===== src/rtl/ifmap_load_tx.sv =====
// ifmap_load_tx: transmitter for the imem ifmap-load protocol.
// A load is one LOAD_START beat, then a TIMESTEP, ADDR and DATA beat for each
// entry, and finally a LOAD_DONE beat. The command stream covers NUM_TS timesteps
// of DEPTH_I*DEPTH_I entries each. Every DATA beat carries one bit taken from a
// serial source.
// Optional feature: define IFMAP_LOAD_TX_SPIKECNT_EN to add the spike_cnt output.
// spike_cnt counts the captured '1' bits over one load.
//
// state   | meaning
// --------+------------------------------------------------------------
// S_IDLE  | waiting for start
// S_START | LOAD_START beat (payload 1)
// S_FETCH | src_ready high, waiting to capture one spike bit
// S_TS    | TIMESTEP beat (payload ts)
// S_ADDR  | ADDR beat (payload addr)
// S_DATA  | DATA beat (payload captured bit), then advance addr/ts
// S_DONE  | LOAD_DONE beat (payload 1), done pulses on acceptance
module ifmap_load_tx #(
    parameter int DEPTH_I    = 25,
    parameter int NUM_TS     = 2,
    parameter int WIDTH_addr = 12,
    parameter int WIDTH_pkt  = 33
) (
    input  logic                 clk,
    input  logic                 reset,
    input  logic                 start,
    input  logic                 src_valid,
    input  logic                 src_bit,
    output logic                 src_ready,
    output logic                 tx_valid,
    input  logic                 tx_ready,
    output logic [2:0]           tx_kind,
    output logic [WIDTH_pkt-1:0] tx_data,
    output logic                 busy,
    output logic                 done
`ifdef IFMAP_LOAD_TX_SPIKECNT_EN
    ,
    output logic [WIDTH_addr+1:0] spike_cnt
`endif
);

    localparam logic [WIDTH_addr-1:0] ADDR_LAST = WIDTH_addr'(DEPTH_I * DEPTH_I - 1);
    localparam logic [1:0]            TS_LAST   = 2'(NUM_TS);

    localparam logic [2:0] K_LOAD_START = 3'd0;
    localparam logic [2:0] K_TIMESTEP   = 3'd1;
    localparam logic [2:0] K_ADDR       = 3'd2;
    localparam logic [2:0] K_DATA       = 3'd3;
    localparam logic [2:0] K_LOAD_DONE  = 3'd4;

    typedef enum logic [2:0] {
        S_IDLE,
        S_START,
        S_FETCH,
        S_TS,
        S_ADDR,
        S_DATA,
        S_DONE
    } state_t;

    state_t                state;
    logic [1:0]            ts;
    logic [WIDTH_addr-1:0] addr;
    logic                  data_reg;

    logic                  beat_state;
    logic [2:0]            beat_kind;
    logic [WIDTH_pkt-1:0]  beat_data;

    // Payload of the beat belonging to the current state. It is registered onto tx_* when the beat is launched.
    always_comb begin
        beat_state = 1'b1;
        beat_kind  = K_LOAD_START;
        beat_data  = '0;
        case (state)
            S_START: begin
                beat_kind = K_LOAD_START;
                beat_data = WIDTH_pkt'(1'b1);
            end
            S_TS: begin
                beat_kind = K_TIMESTEP;
                beat_data = WIDTH_pkt'(ts);
            end
            S_ADDR: begin
                beat_kind = K_ADDR;
                beat_data = WIDTH_pkt'(addr);
            end
            S_DATA: begin
                beat_kind = K_DATA;
                beat_data = WIDTH_pkt'(data_reg);
            end
            S_DONE: begin
                beat_kind = K_LOAD_DONE;
                beat_data = WIDTH_pkt'(1'b1);
            end
            default: beat_state = 1'b0;
        endcase
    end

    // done has to appear in the acceptance cycle itself, so it is decoded from the handshake rather than registered.
    assign done = (state == S_DONE) && tx_valid && tx_ready;

    // Load sequencer. Each beat state first registers its payload. It then holds that payload until the beat is accepted.
    always_ff @(posedge clk) begin
        if (reset) begin
            state     <= S_IDLE;
            ts        <= 2'd1;
            addr      <= '0;
            data_reg  <= 1'b0;
            src_ready <= 1'b0;
            tx_valid  <= 1'b0;
            tx_kind   <= '0;
            tx_data   <= '0;
            busy      <= 1'b0;
`ifdef IFMAP_LOAD_TX_SPIKECNT_EN
            spike_cnt <= '0;
`endif
        end else begin
            case (state)
                S_IDLE: begin
                    if (start) begin
                        state <= S_START;
                        busy  <= 1'b1;
`ifdef IFMAP_LOAD_TX_SPIKECNT_EN
                        spike_cnt <= '0;
`endif
                    end
                end
                S_FETCH: begin
                    if (src_valid && src_ready) begin
                        data_reg  <= src_bit;
                        src_ready <= 1'b0;
                        state     <= S_TS;
`ifdef IFMAP_LOAD_TX_SPIKECNT_EN
                        if (src_bit) spike_cnt <= spike_cnt + 1'b1;
`endif
                    end
                end
                default: begin
                    if (beat_state && !tx_valid) begin
                        tx_valid <= 1'b1;
                        tx_kind  <= beat_kind;
                        tx_data  <= beat_data;
                    end else if (beat_state && tx_ready) begin
                        tx_valid <= 1'b0;
                        case (state)
                            S_START: begin
                                state     <= S_FETCH;
                                src_ready <= 1'b1;
                            end
                            S_TS:   state <= S_ADDR;
                            S_ADDR: state <= S_DATA;
                            S_DATA: begin
                                if (addr < ADDR_LAST) begin
                                    addr      <= addr + 1'b1;
                                    state     <= S_FETCH;
                                    src_ready <= 1'b1;
                                end else if (ts < TS_LAST) begin
                                    addr      <= '0;
                                    ts        <= ts + 1'b1;
                                    state     <= S_FETCH;
                                    src_ready <= 1'b1;
                                end else begin
                                    state <= S_DONE;
                                end
                            end
                            S_DONE: begin
                                state <= S_IDLE;
                                busy  <= 1'b0;
                                ts    <= 2'd1;
                                addr  <= '0;
                            end
                            default: state <= S_IDLE;
                        endcase
                    end else if (!beat_state) begin
                        state <= S_IDLE;
                    end
                end
            endcase
        end
    end

endmodule

===== config.mk =====
export PLATFORM = sky130hd
export DESIGN_NAME = ifmap_load_tx
export DESIGN_NICKNAME = d
export VERILOG_FILES = /design/src/rtl/ifmap_load_tx.sv
export SDC_FILE = /design/constraint.sdc
export NUM_CORES = 1
export LEC_CHECK = 0
export ABC_AREA = 1
export CAP_MARGIN = 15
export CORE_MARGIN = 5
export CORE_UTILIZATION = 50
export DETAILED_ROUTE_END_ITERATION = 12
export MAX_ROUTING_LAYER = met4
export PLACE_DENSITY_LB_ADDON = 0.2
export SLEW_MARGIN = 20
export SYNTH_ARGS = -nofsm -noshare
export SYNTH_HDL_FRONTEND = slang
export SYNTH_SLANG_ARGS = --single-unit

===== constraint.sdc =====
create_clock -name clk -period 1.94 [get_ports clk]
set_clock_uncertainty 0.2 [all_clocks]
set_input_delay 0.388 -clock clk [delete_from_list [all_inputs] [get_ports clk]]
set_output_delay 0.388 -clock clk [all_outputs]
set_load 0.02 [all_outputs]

==> flow_summary_export.csv <==
group,metric,value,unit
grt,grt_antenna_before_repair,0,
detailed_routing,vias,1846,
timing,fin_crit_sh,96.5,%
clock_tree,root_buffer,"clkbuf_8",
job,drv_cap,0,
critical_path,startpoint_type,"flip-flop",
clock_tree,h-tree-depth,2,
timing,finalHoldViolations,0,
critical_path,reg2reg_from,"state[0]",
power,power.share.sequential,38.8,%
critical_path,cp.depth,1,
critical_path,critPathArrivalTime,1.28,ns
synth,avgSynthCellArea,6.87,µm²
grt,track_usage,19.5,%
finish,layout.cells.non_filler,379,
finish,syn2layout_area_growth,19.5,%
power,clkPwrFrac,30.9,%
power,p_sw,0.737,mW
synth,ys_warn_count,0,
synth,yosysSeqAreaShare,36.1,%
power,p_sw_share,34.6,%
critical_path,rr_worst_depth,11,
critical_path,reg2reg_to,"addr[7]",
clock_tree,worstSkewPairLatency,0.29,ns
clock_tree,clkTransAtPathRegs,0.08,ns
timing,fmax,534,MHz
synth,synth-compound-area-share,11.0,%
clock_tree,cts_tree,"built",
synth,synthMuxAreaShare,0,%
timing,fin_crit,1.87,ns
synth,yosys_register_bits,36,
timing,setup_viol,0,
power,ir_drop,413,µV
critical_path,critPathMaxFanout,4,
floorplan,io_pins,46,
power,powerDensity,892,mW/mm²
synth,synthesis.area,0.00200,mm²
synth,synth_top_family_by_area,"simple AND/OR/NAND/NOR gates",
finish,reg.largest.list,"addr x12, tx_data x12",
grt,grt_pass1_wl,7870,µm
critical_path,cpLargestDelayFamily,"buffers and inverters",
critical_path,cp_slowest_stage_delay,0.62,ns
clock_tree,cts_num_sinks,36,
grt,grt_overflow,0,
finish,diodes,0,
critical_path,r2r_slack,0.15,ns
place,dpl.cell_count,371,
critical_path,cpMaxStageDelayCell,"clkdlybuf4s50_1",
timing,report.final.slew_viol_count,0,
grt,grt_pass1_vias,1751,
timing,rsz0062_at_grt,"false",
clock_tree,cts_buffers,5,
detailed_routing,drc_errors,0,
synth,synth-simple-area-share,35.8,%
critical_path,crit_start,"src_ready",
critical_path,cp_cell_sequence,"clkdlybuf4s50_1",
synth,synth_cell_type_count,30,
floorplan,initial_core_util,50.7,%
detailed_routing,drt_pass1_iterations,4,
critical_path,crit_required,1.35,ns
critical_path,crit_buf_inv,1,
finish,fin_util,60.6,%
grt,grt_start_max_net_pins,25,
clock_tree,clockBufferDepth,2,
power,intPower,1.39,mW
critical_path,crit_end,"src_ready",
detailed_routing,ant_nets,0,
floorplan,rows,23,
place,gp_congestion,0.840,
critical_path,setup.worst_path.end_class,"primary output",
critical_path,path_class,"reg2out",
synth,synthXorXnorAreaFrac,0.438,%
synth,synthCells,291,
floorplan,die_h,73.2,µm
detailed_routing,wl_per_cell,12.0,µm
synth,synth_fa_ha_area_share,0.626,%
floorplan,dieArea,0.00536,mm²
floorplan,die_x,73.2,µm
power,power_leakage,1.03,nW
run_status,status,"finished clean",
place,port_buffers,24,
place,hpwl,3450,µm
finish,nets,335,
power,p_comb_share,30.2,%
detailed_routing,vias_per_cell,4.87,
detailed_routing,dr.first_iter.drc_count,83,
worst_hold_path,hold_path_class,"reg2reg",
clock_tree,cts_hold_buf,0,
floorplan,coreArea,0.00394,mm²
finish,drive_gt1_share,12.2,%
detailed_routing,drt-total-wl,4560,µm
==> layer usage <==
metal | up-vias | wire length (µm) | track usage (%)
li1 | 964 | - | -
met1 | 838 | 2090 | 23.1
met2 | 38 | 2200 | 31.9
met3 | 6 | 214 | 5.23
met4 | 0 | 57 | 6.56
met5 | - | 0 | -
==> cells in the final DEF, fill, tap and decap left out, types with 2 or more instances in the layout <==
| master | instances |
|---|---|
| nand4_1 | 3 |
| dfxtp_1 | 36 |
| a21oi_1 | 26 |
| o22ai_1 | 2 |
| clkdlybuf4s50_1 | 22 |
| nor3_1 | 8 |
| inv_1 | 31 |
| nand3_2 | 2 |
| o21ai_0 | 9 |
| clkbuf_8 | 5 |
| nand2_2 | 4 |
| nor2_1 | 21 |
| nand2_4 | 6 |
| inv_2 | 3 |
| buf_4 | 12 |
| nand2_1 | 74 |
| nand3_1 | 26 |
| nor2_4 | 2 |
| conb_1 | 21 |
==> final cells by class <==
class                           count  area [µm²]
Fill cell                         393        1560
Multi-Input combinational cell    214        1040
Sequential cell                    36         721
Timing Repair Buffer               36         324
Inverter                           35         131
Clock buffer                        5        68.8
Tap cell                           50        62.6
Clock inverter                      3        42.5
==> power by group through the flow <==
stage	Sequential (mW)	Clock, mW	Combinational, mW
floorplan	0.901	0	0.414
global placement	0.843	0	0.641
CTS	0.828	0.677	0.645
detailed placement	0.844	0	0.647
global route	0.836	0.711	0.715
finish	0.827	0.659	0.644
==> worst min path at each step <==
stage | start | to | slack, ns | depth (start not counted)
finish | busy | busy | 0.26 | 2
detailed placement | addr[11] | addr[11] | 0.26 | 2
global route | tx_data[9] | tx_data[9] | 0.30 | 2
CTS | busy | busy | 0.27 | 2
global placement | data_reg | data_reg | 0.25 | 2
floorplan | data_reg | data_reg | 0.22 | 2
==> cells in the mapped netlist <==
cell type | count | area [µm²]
buf_2 | 1 | 5.00
nor2_4 | 2 | 22.5
nand3_2 | 2 | 20.0
o21ai_0 | 9 | 45.0
nor4_1 | 1 | 6.26
nor2_8 | 1 | 20.0
nand2_2 | 4 | 25.0
o21ai_1 | 1 | 5.00
inv_1 | 31 | 116
clkinv_1 | 1 | 3.75
o21bai_1 | 1 | 7.51
ha_1 | 1 | 12.5
o21a_1 | 1 | 7.51
nand3b_1 | 1 | 7.51
clkbuf_1 | 2 | 7.51
nand4_1 | 3 | 18.8
nand2_1 | 74 | 278
clkdlybuf4s18_2 | 1 | 10.0
nand2_4 | 6 | 67.6
xnor2_1 | 1 | 8.76
a31oi_1 | 1 | 6.26
nor2_1 | 21 | 78.8
conb_1 | 1 | 3.75
o22ai_1 | 2 | 12.5
nor3_1 | 8 | 40.0
a21oi_1 | 27 | 135
inv_2 | 3 | 11.3
dfxtp_1 | 36 | 721
nand3_1 | 26 | 130
buf_4 | 22 | 165
==> kinds of logic after synthesis <==
kind of cell               after synthesis
adders and majority gates                1
xor gates and xnor gates                 1
other                                    1
and+or+nand+nor                        149
buffers and inverters                   61
DFF                                     36
AOI/OAI and AO/OA                       42
==> what timing repair did <==
item / in CTS / in global routing
buffers inserted: 0 / 0
setup endpoints to repair: 2 / 3
pin swaps: 0 / 1
resized for setup: 4 / 2
==> metrics by stage <==
step	area [µm²]	setup TNS [ns]	setup WS (ns)	total power, mW	hold slack [ns]
after global placement	2280	-0.299	-0.299	1.48	0.246
final	2390	0	0.0676	2.13	0.265
after floorplan	2070	0	0.312	1.32	0.224
after detailed placement	2280	-0.308	-0.308	1.49	0.256
after global routing	2390	0	0.0145	2.26	0.300
after CTS	2390	0	0.0283	2.15	0.269
Power figures use the tool's default switching activity.
